<file path="config.mk">
export PLATFORM = sky130hd
export DESIGN_NAME = cdb_arbiter_flat
export DESIGN_NICKNAME = d
export VERILOG_FILES = /design/src/rtl/cdb_arbiter_if.sv /design/src/rtl/cdb_arbiter.sv /design/src/flat_wrapper.sv
export SDC_FILE = /design/constraint.sdc
export NUM_CORES = 1
export LEC_CHECK = 0
export ABC_AREA = 1
export CAP_MARGIN = 20
export CORE_MARGIN = 2
export CORE_UTILIZATION = 35
export CTS_CLUSTER_DIAMETER = 50
export CTS_CLUSTER_SIZE = 28
export DETAILED_ROUTE_END_ITERATION = 6
export GPL_TIMING_DRIVEN = 0
export PLACE_DENSITY = 0.56
export SETUP_SLACK_MARGIN = 0.05
export SLEW_MARGIN = 20
export SYNTH_ARGS = -nofsm -noshare
export SYNTH_HDL_FRONTEND = slang
export SYNTH_SLANG_ARGS = --single-unit
</file>
<file path="constraint.sdc">
create_clock -name clk -period 8.6 [get_ports clk]
set_input_delay 1.29 -clock clk [delete_from_list [all_inputs] [get_ports clk]]
set_output_delay 1.29 -clock clk [all_outputs]
set_load 0.02 [all_outputs]
</file>
<file path="src/rtl/cdb_arbiter_if.sv">
// Bundle of functional-unit completion ports, ROB/flush inputs and the CDB
// broadcast for cdb_arbiter.
interface cdb_arbiter_if;
  logic        alu_valid, b_valid, mem_valid;
  logic [4:0]  alu_rob_tag, b_rob_tag, mem_rob_tag;
  logic [6:0]  alu_pd, b_pd, mem_pd;
  logic [31:0] alu_data, b_data, mem_data;
  logic        alu_we, b_we, mem_we;
  logic        alu_ready, b_ready, mem_ready;
  logic [4:0]  rob_head;
  logic        mispredict;
  logic [4:0]  mispredict_tag;
  logic        cdb_valid;
  logic [4:0]  cdb_rob_tag;
  logic [6:0]  cdb_pd;
  logic [31:0] cdb_data;
  logic        cdb_we;

  modport slave (
    input  alu_valid, b_valid, mem_valid,
    input  alu_rob_tag, b_rob_tag, mem_rob_tag,
    input  alu_pd, b_pd, mem_pd,
    input  alu_data, b_data, mem_data,
    input  alu_we, b_we, mem_we,
    output alu_ready, b_ready, mem_ready,
    input  rob_head, mispredict, mispredict_tag,
    output cdb_valid, cdb_rob_tag, cdb_pd, cdb_data, cdb_we
  );

  modport master (
    output alu_valid, b_valid, mem_valid,
    output alu_rob_tag, b_rob_tag, mem_rob_tag,
    output alu_pd, b_pd, mem_pd,
    output alu_data, b_data, mem_data,
    output alu_we, b_we, mem_we,
    input  alu_ready, b_ready, mem_ready,
    output rob_head, mispredict, mispredict_tag,
    input  cdb_valid, cdb_rob_tag, cdb_pd, cdb_data, cdb_we
  );
endinterface

</file>
<file path="src/rtl/cdb_arbiter.sv">
// Common-data-bus arbiter: one in-order FIFO per functional unit, oldest-first
// selection by ROB age, branch-flush squashing, registered single broadcast.
module cdb_arbiter #(
  parameter int unsigned FIFO_DEPTH = 4
) (
  input logic          clk,
  input logic          reset,
  cdb_arbiter_if.slave bus
);
  localparam int unsigned PW      = $clog2(FIFO_DEPTH);
  localparam logic [PW:0] DEPTH_C = (PW + 1)'(FIFO_DEPTH);

  typedef struct packed {
    logic [4:0]  rob_tag;
    logic [6:0]  pd;
    logic [31:0] data;
    logic        we;
  } payload_t;

  typedef struct packed {
    payload_t p;
    logic     live;
  } entry_t;

  function automatic logic [4:0] age_of(input logic [4:0] tag, input logic [4:0] head);
    age_of = tag - head;
  endfunction

  payload_t      in_p     [3];
  logic          in_valid [3];
  entry_t        fifo_q   [3][FIFO_DEPTH];
  logic [PW-1:0] wr_ptr   [3];
  logic [PW-1:0] rd_ptr   [3];
  logic [PW:0]   count    [3];
  logic          ready    [3];
  logic          push     [3];
  logic          push_live[3];
  logic          pop      [3];
  logic          discard  [3];
  logic          elig     [3];
  entry_t        head_e   [3];
  logic [4:0]    head_age [3];
  logic [4:0]    flush_age;

  logic          sel_any;
  logic [1:0]    sel_idx;
  logic [4:0]    best_age;
  payload_t      sel_p;

  logic          cdb_valid_q;
  payload_t      cdb_q;

  always_comb begin
    in_valid[0] = bus.alu_valid;
    in_valid[1] = bus.b_valid;
    in_valid[2] = bus.mem_valid;
    in_p[0]     = '{rob_tag: bus.alu_rob_tag, pd: bus.alu_pd, data: bus.alu_data, we: bus.alu_we};
    in_p[1]     = '{rob_tag: bus.b_rob_tag,   pd: bus.b_pd,   data: bus.b_data,   we: bus.b_we};
    in_p[2]     = '{rob_tag: bus.mem_rob_tag, pd: bus.mem_pd, data: bus.mem_data, we: bus.mem_we};
  end

  assign flush_age = age_of(bus.mispredict_tag, bus.rob_head);

  for (genvar s = 0; s < 3; s++) begin : g_src
    assign ready[s]     = count[s] < DEPTH_C;
    assign push[s]      = in_valid[s] && ready[s];
    assign push_live[s] = !(bus.mispredict && (age_of(in_p[s].rob_tag, bus.rob_head) > flush_age));
    assign head_e[s]    = fifo_q[s][rd_ptr[s]];
    assign head_age[s]  = age_of(head_e[s].p.rob_tag, bus.rob_head);
    assign discard[s]   = (count[s] != '0) && !head_e[s].live;
    // A head being squashed this cycle is neither selected nor discarded yet;
    // its cleared live bit gets it discarded on the following cycle.
    assign elig[s]      = (count[s] != '0) && head_e[s].live &&
                          !(bus.mispredict && (head_age[s] > flush_age));
    assign pop[s]       = discard[s] || (sel_any && (sel_idx == 2'(s)));

    always_ff @(posedge clk or negedge reset) begin
      if (!reset) begin
        wr_ptr[s] <= '0;
        rd_ptr[s] <= '0;
        count[s]  <= '0;
      end else begin
        if (push[s]) wr_ptr[s] <= wr_ptr[s] + 1'b1;
        if (pop[s])  rd_ptr[s] <= rd_ptr[s] + 1'b1;
        case ({push[s], pop[s]})
          2'b10:   count[s] <= count[s] + 1'b1;
          2'b01:   count[s] <= count[s] - 1'b1;
          default: count[s] <= count[s];
        endcase
      end
    end

    for (genvar e = 0; e < FIFO_DEPTH; e++) begin : g_ent
      localparam logic [PW-1:0] IDX = PW'(e);
      always_ff @(posedge clk) begin
        if (push[s] && (wr_ptr[s] == IDX)) begin
          fifo_q[s][e] <= '{p: in_p[s], live: push_live[s]};
        end else if (bus.mispredict &&
                     (age_of(fifo_q[s][e].p.rob_tag, bus.rob_head) > flush_age)) begin
          fifo_q[s][e].live <= 1'b0;
        end
      end
    end
  end

  always_comb begin
    sel_any  = 1'b0;
    sel_idx  = 2'd0;
    best_age = '1;
    if (elig[0]) begin
      sel_any  = 1'b1;
      sel_idx  = 2'd0;
      best_age = head_age[0];
    end
    if (elig[1] && (!sel_any || (head_age[1] < best_age))) begin
      sel_any  = 1'b1;
      sel_idx  = 2'd1;
      best_age = head_age[1];
    end
    if (elig[2] && (!sel_any || (head_age[2] < best_age))) begin
      sel_any  = 1'b1;
      sel_idx  = 2'd2;
      best_age = head_age[2];
    end
    case (sel_idx)
      2'd1:    sel_p = head_e[1].p;
      2'd2:    sel_p = head_e[2].p;
      default: sel_p = head_e[0].p;
    endcase
  end

  always_ff @(posedge clk or negedge reset) begin
    if (!reset) begin
      cdb_valid_q <= 1'b0;
      cdb_q       <= '0;
    end else begin
      cdb_valid_q <= sel_any;
      if (sel_any) cdb_q <= sel_p;
    end
  end

  assign bus.alu_ready   = ready[0];
  assign bus.b_ready     = ready[1];
  assign bus.mem_ready   = ready[2];
  assign bus.cdb_valid   = cdb_valid_q;
  assign bus.cdb_rob_tag = cdb_q.rob_tag;
  assign bus.cdb_pd      = cdb_q.pd;
  assign bus.cdb_data    = cdb_q.data;
  assign bus.cdb_we      = cdb_q.we;
endmodule

</file>
<file path="src/flat_wrapper.sv">
// flat-port wrapper written by rule: the top's interface ports become plain ports
module cdb_arbiter_flat 
#(
  parameter int unsigned FIFO_DEPTH = 4
)
  (clk, reset, bus_alu_valid, bus_b_valid, bus_mem_valid, bus_alu_rob_tag, bus_b_rob_tag, bus_mem_rob_tag, bus_alu_pd, bus_b_pd, bus_mem_pd, bus_alu_data, bus_b_data, bus_mem_data, bus_alu_we, bus_b_we, bus_mem_we, bus_alu_ready, bus_b_ready, bus_mem_ready, bus_rob_head, bus_mispredict, bus_mispredict_tag, bus_cdb_valid, bus_cdb_rob_tag, bus_cdb_pd, bus_cdb_data, bus_cdb_we);
  cdb_arbiter_if bus_i ();
  input logic clk;
  input logic reset;
  input wire logic [$bits(bus_i.alu_valid)-1:0] bus_alu_valid;
  input wire logic [$bits(bus_i.b_valid)-1:0] bus_b_valid;
  input wire logic [$bits(bus_i.mem_valid)-1:0] bus_mem_valid;
  input wire logic [$bits(bus_i.alu_rob_tag)-1:0] bus_alu_rob_tag;
  input wire logic [$bits(bus_i.b_rob_tag)-1:0] bus_b_rob_tag;
  input wire logic [$bits(bus_i.mem_rob_tag)-1:0] bus_mem_rob_tag;
  input wire logic [$bits(bus_i.alu_pd)-1:0] bus_alu_pd;
  input wire logic [$bits(bus_i.b_pd)-1:0] bus_b_pd;
  input wire logic [$bits(bus_i.mem_pd)-1:0] bus_mem_pd;
  input wire logic [$bits(bus_i.alu_data)-1:0] bus_alu_data;
  input wire logic [$bits(bus_i.b_data)-1:0] bus_b_data;
  input wire logic [$bits(bus_i.mem_data)-1:0] bus_mem_data;
  input wire logic [$bits(bus_i.alu_we)-1:0] bus_alu_we;
  input wire logic [$bits(bus_i.b_we)-1:0] bus_b_we;
  input wire logic [$bits(bus_i.mem_we)-1:0] bus_mem_we;
  output wire logic [$bits(bus_i.alu_ready)-1:0] bus_alu_ready;
  output wire logic [$bits(bus_i.b_ready)-1:0] bus_b_ready;
  output wire logic [$bits(bus_i.mem_ready)-1:0] bus_mem_ready;
  input wire logic [$bits(bus_i.rob_head)-1:0] bus_rob_head;
  input wire logic [$bits(bus_i.mispredict)-1:0] bus_mispredict;
  input wire logic [$bits(bus_i.mispredict_tag)-1:0] bus_mispredict_tag;
  output wire logic [$bits(bus_i.cdb_valid)-1:0] bus_cdb_valid;
  output wire logic [$bits(bus_i.cdb_rob_tag)-1:0] bus_cdb_rob_tag;
  output wire logic [$bits(bus_i.cdb_pd)-1:0] bus_cdb_pd;
  output wire logic [$bits(bus_i.cdb_data)-1:0] bus_cdb_data;
  output wire logic [$bits(bus_i.cdb_we)-1:0] bus_cdb_we;
  assign bus_i.alu_valid = bus_alu_valid;
  assign bus_i.b_valid = bus_b_valid;
  assign bus_i.mem_valid = bus_mem_valid;
  assign bus_i.alu_rob_tag = bus_alu_rob_tag;
  assign bus_i.b_rob_tag = bus_b_rob_tag;
  assign bus_i.mem_rob_tag = bus_mem_rob_tag;
  assign bus_i.alu_pd = bus_alu_pd;
  assign bus_i.b_pd = bus_b_pd;
  assign bus_i.mem_pd = bus_mem_pd;
  assign bus_i.alu_data = bus_alu_data;
  assign bus_i.b_data = bus_b_data;
  assign bus_i.mem_data = bus_mem_data;
  assign bus_i.alu_we = bus_alu_we;
  assign bus_i.b_we = bus_b_we;
  assign bus_i.mem_we = bus_mem_we;
  assign bus_alu_ready = bus_i.alu_ready;
  assign bus_b_ready = bus_i.b_ready;
  assign bus_mem_ready = bus_i.mem_ready;
  assign bus_i.rob_head = bus_rob_head;
  assign bus_i.mispredict = bus_mispredict;
  assign bus_i.mispredict_tag = bus_mispredict_tag;
  assign bus_cdb_valid = bus_i.cdb_valid;
  assign bus_cdb_rob_tag = bus_i.cdb_rob_tag;
  assign bus_cdb_pd = bus_i.cdb_pd;
  assign bus_cdb_data = bus_i.cdb_data;
  assign bus_cdb_we = bus_i.cdb_we;
  cdb_arbiter #(.FIFO_DEPTH(FIFO_DEPTH)) u_core (.clk(clk), .reset(reset), .bus(bus_i));
endmodule
</file>
Word level (Yosys, flattened, before mapping)
Memory sizes are Yosys's and may differ from the RTL's.
Index checks and enable logic that the tools add are counted.
{ "totals": {"register_bits": 67, "ramBits": 552, "inputBits": 151, "out_inout_bits": 49, "mem_count": 1} }
{ "memory_table": {"columns": ["memory", "depth", "width", "rd", "rd_clocked_by_memory_dff", "write_ports", "line_no", "rtl"], "rows": [
  ["u_core.fifo_q", 3, 184, 3, 0, 3, "cdb_arbiter.sv:31", "entry_t fifo_q [3][FIFO_DEPTH];"]
]} }
{ "classes": {"add_sub_neg": 31, "order_cmp": 26, "n_eq_ne": 17, "muxes": 92, "n_bitwise": 15, "reduce_logical": 73} }
{ "ops": {"columns": ["cell", "count"], "rows": [
  ["46-bit binary-select mux with 2-bit select", 3],
  ["46-bit two-way mux", 6],
  ["5-bit subtractor", 19],
  ["5-bit > comparator", 18],
  ["45-bit one-hot mux with 2 select lines", 1],
  ["1-bit two-way mux", 76],
  ["1-bit logical AND", 47],
  ["2-bit equality test, second input constant", 10],
  ["3-bit one-hot mux with 2 select lines", 3],
  ["2-bit by 1-bit equality test with 1-bit output, second input constant", 7],
  ["2-bit by 1-bit adder with 2-bit output, second input constant", 6],
  ["1-bit OR", 12],
  ["1-bit logical NOT", 11],
  ["5-bit < comparator", 2],
  ["5-bit two-way mux", 2],
  ["3-bit by 1-bit adder with 3-bit output, second input constant", 3],
  ["3-bit >= comparator, second input constant", 3],
  ["3-bit < comparator, second input constant", 3],
  ["2-bit NOT with 3-bit output", 3],
  ["3-bit nonzero test", 3],
  ["3-bit by 1-bit subtractor with 3-bit output, second input constant", 3],
  ["2-bit logical NOT", 4],
  ["2-bit nonzero test", 3],
  ["1-bit logical OR", 5],
  ["2-bit two-way mux", 1]
]} }

Longest topological paths before layout
{ "depth": {"ltp_word": 23, "mapped_depth": 48, "depth_no_buf": 44} }

Worst setup path after synthesis
No wires, ideal clock.
{ "synth_timing": {"kind": "input -> register", "startpoint": "input port bus_rob_head[1]", "endpoint": "register u_core.count[2] (netlist bit)", "arrival_ps": 8145, "path_slack_ps": 323, "cell_stages": 38, "cell_sequence": "inv_1 ha_1 nand3_1 nand2_1 xnor2_1 ha_1 nand2_1 nor2_1 a21boi_0 nand2_1 nand2_1 nor2_1 ha_1 a21oi_1 nor2_1 a211oi_1 nand2_1 nand2_1 [... 2 more ...] clkbuf_1 nand2_1 o21ai_0 ha_1 a21oi_1 nor2_1 a211oi_1 nand2_1 nand2_2 nand2_2 buf_6 nand2_1 ha_1 inv_1 fa_1 a21oi_1 o21ai_0 xor2_1"} }
{ "synth_rtl": {"columns": ["item", "line_no", "rtl"], "rows": [
  ["from (decl)", "flat_wrapper.sv:28", "input wire logic [$bits(bus_i.rob_head)-1:0] bus_rob_head;"],
  ["to (signal, indexed assignment)", "cdb_arbiter.sv:86", "2'b10: count[s] <= count[s] + 1'b1;"],
  ["to (signal, indexed assignment)", "cdb_arbiter.sv:87", "2'b01: count[s] <= count[s] - 1'b1;"],
  ["to (signal, indexed assignment)", "cdb_arbiter.sv:88", "default: count[s] <= count[s];"],
  ["to (decl)", "cdb_arbiter.sv:34", "logic [PW:0] count [3];"]
]} }

==> impl_metrics.tcl <==
set metrics [dict create \
    drtIter0Drc 2150 \
    start_util_pct 35.26 \
    grt_max_degree 41 \
    cts.path.max_buffers 3 \
    crit_start "bus_rob_head[4]" \
    critical_path_arrival_ps 8460 \
    cpMaxStageDelayCell "clkdlybuf4s15_1" \
    busiest_layer "met2" \
    status "finished clean" \
    viasPerCell 5.377 \
    p_leak_nw 13.52 \
    final.period_utilization_pct 92.77 \
    synth_area_leaders "edfxtp_1 56%, ha_1 8.0%, dfrtp_1 5.7%" \
    path_max_fanout 10 \
    nets 3256 \
    path_class "in -> reg" \
    cts_root_buffer "clkbuf_16" \
    die_w_um 294.1 \
    ys_warn_count 0 \
    layout_min_cycle_time_ps 7978 \
    p_per_area_nw_per_um2 436.6 \
    core-area_um2 83560 \
    synth-edff-count 551 \
    synth_top_area_share_pct 56.16 \
    reg2reg_from "u_core.rd_ptr[4]" \
    drive_above_1_share_pct 7.755 \
    max_stage_delay_ps 670 \
    dp_hpwl_mm 67.52 \
    grt_use_met1_pct 28.12 \
    ioPinCount 200 \
    die_h_um 294.1 \
    dieArea_um2 86520 \
    grt_pass1_wl_mm 135.9 \
    power_mw 15.83 \
    clock_skew_ps 24.37 \
    fillerInstances 7661 \
    grt_setup_unrepaired "no" \
    worstMarginPinSlew_ps 818.2 \
    avgSynthCellArea_um2 11.42 \
    ys.flop_type "edfxtp_1" \
    required_ps 9080 \
    worst_ir_drop_vdd_mv 0.2568 \
    cts_tree "yes" \
    slew_violations 0 \
    hold_viol 0 \
    slew_headroom_pct 45.46 \
    drcViolationCount 0 \
    cp_common_cell "nand2_1" \
    netlist_area_um2 29460 \
    setup_viol 0 \
    path_clk_slew_ps 60 \
    vias 21700 \
    track_usage_pct 21.24 \
    grt_overflow_total 0 \
    synthToLayoutAreaGrowth_pct 23.01 \
    syn_inst 2581 \
    detail_route.wirelength_mm 93.23 \
    synth.most_common_cell "edfxtp_1" \
    antenna_found_initial 6 \
    rows 106 \
    cts.htree.levels 3 \
    drt_first_pass_iters 5 \
    grtUsageMet3_pct 3.316 \
    cp-start-kind "input pin" \
    wl_per_cell_um 23.10 \
    seq_area_frac_synth_pct 61.92 \
    synth_nets 2943 \
    crit_path_end "u_core.count[2]" \
    reg2regPathDepth 46 \
    ctsHoldBuffers 0 \
    cap_viol_max_count 0 \
    clkLatencyLatePin_ps 630 \
    reg2reg_slack_ps 720 \
    synth_top_area_cell "edfxtp_1" \
    clock-sinks 619 \
    max_freq_mhz 125.3 \
    worstHoldPathType "reg -> reg" \
    routabilityCongestion 0.8761 \
    cts_buffers 71 \
    port_buffers 197 \
    ys_types 38 \
    grt_use_met2_pct 35.33 \
    synthTopCellsByCount "551 x edfxtp_1, 415 x nor2_1, 294 x o21ai_0, 225 x nand2_1, 189 x ha_1" \
    timing.rr.end "u_core.count[2]" \
    ys_ff_latch 619 \
    ys_async_sr_fraction_pct 10.82 \
    postRouteAntennaNets 0 \
    worst_setup_path_end_kind "flip-flop" \
    fin_hold_ws_ps 487.0 \
    grt_pass1_vias 21420 \
]
-- through the flow --
stage / instance area [µm²] / instances / worst slack (ps) / setup TNS [ps] / utilization (%)
after floorplan: 29460 / 2581 / 323.2 / 0 / -
after global placement: 32790 / 3858 / -3074 / -146720 / 39.24
after detailed placement: 33630 / 3891 / -516.7 / -2603 / 40.25
after CTS: 36080 / 4022 / 80.40 / 0 / 43.18
after global routing: 36240 / 4035 / 38.81 / 0 / 43.37
final: 36240 / 4036 / 622.0 / 0 / 43.38
-- cells in the final DEF (no fill, tap or decap), drive strengths merged, types with 82 or more instances in the layout --
| cell | instances |
|---|---|
| a21oi | 82 |
| clkbuf | 177 |
| clkdlybuf4s50 | 195 |
| edfxtp | 551 |
| ha | 189 |
| inv | 150 |
| nand2 | 227 |
| nand3 | 180 |
| nor2 | 416 |
| o21ai | 296 |
| o22ai | 129 |
-- sequential cells by signal, indices dropped and copies added, names as in the netlist --
name                    flops
u_core.wr_ptr               6
u_core.bus.cdb_pd           7
u_core.bus.cdb_we           1
u_core.bus.cdb_data        32
u_core.bus.cdb_valid        1
u_core.count                9
u_core.rd_ptr               6
u_core.bus.cdb_rob_tag      5
u_core.fifo_q             552
-- how the worst min path moves through the flow --
stage	from	to	slack, ps	cells after the start
5_1_grt	u_core.fifo_q[2][138]	u_core.fifo_q[2][138]	540	2
6_report	u_core.fifo_q[2][138]	u_core.fifo_q[2][138]	490	2
3_5_place_dp	u_core.fifo_q[2][138]	u_core.fifo_q[2][138]	480	2
3_3_place_gp	u_core.fifo_q[2][138]	u_core.fifo_q[2][138]	470	2
4_1_cts	u_core.fifo_q[2][138]	u_core.fifo_q[2][138]	490	2
2_1_floorplan	u_core.fifo_q[2][138]	u_core.fifo_q[2][138]	440	2
-- power breakdown --
part	total [mW]	switching [mW]	internal [mW]	leakage [nW]
sequential	4.20	0.269	3.94	5.79
clock	3.11	1.38	1.73	1.19
combinational	8.51	5.85	2.66	6.54
-- cells by family after synthesis --
kind of cell	Yosys count	synth area share [%]
flip-flops	619	61.92
AO/OA/AOI/OAI	557	10.60
adder cells (fa/ha/maj)	211	9.521
AND/OR/NAND/NOR	851	11.91
buffers and inverters	255	3.435
XOR/XNOR	88	2.616
-- cell type report --
type                    count  area, µm²  share of cell area [%]
well taps                1080       1351                   3.728
clock inverters            53      603.1                   1.664
clock buffers              79       1849                   5.102
plain buffers             131      573.1                   1.581
diodes                      3      7.507                 0.02071
multi-input cells        1707      10350                   28.56
inverters                 123      478.0                   1.319
repair buffers            241       2788                   7.692
flip-flops and latches    619      18240                   50.34
-- critical path, delay by kind of cell --
kind	cells	cell delay, ps
AOI/OAI and AO/OA	8	1200
and+or+nand+nor	15	1550
xor gates and xnor gates	3	860
buffers and inverters	6	2030
adders and majority gates	5	1470
-- what timing repair did --
action	CTS	global route
buffers inserted	0	11
gates resized for setup	3	36
setup endpoints to repair	5	30
pin swaps	0	1
-- metal layers --
layer  part of all wire (%)  vias to the layer above  routed length [µm]
li1                       -                     9977                   -
met1                     42                    10740               38880
met2                     48                      828               45150
met3                    6.9                      152                6394
met4                    3.0                        8                2769
met5                  0.047                        -                  44
(Power assumes the default switching activity.)
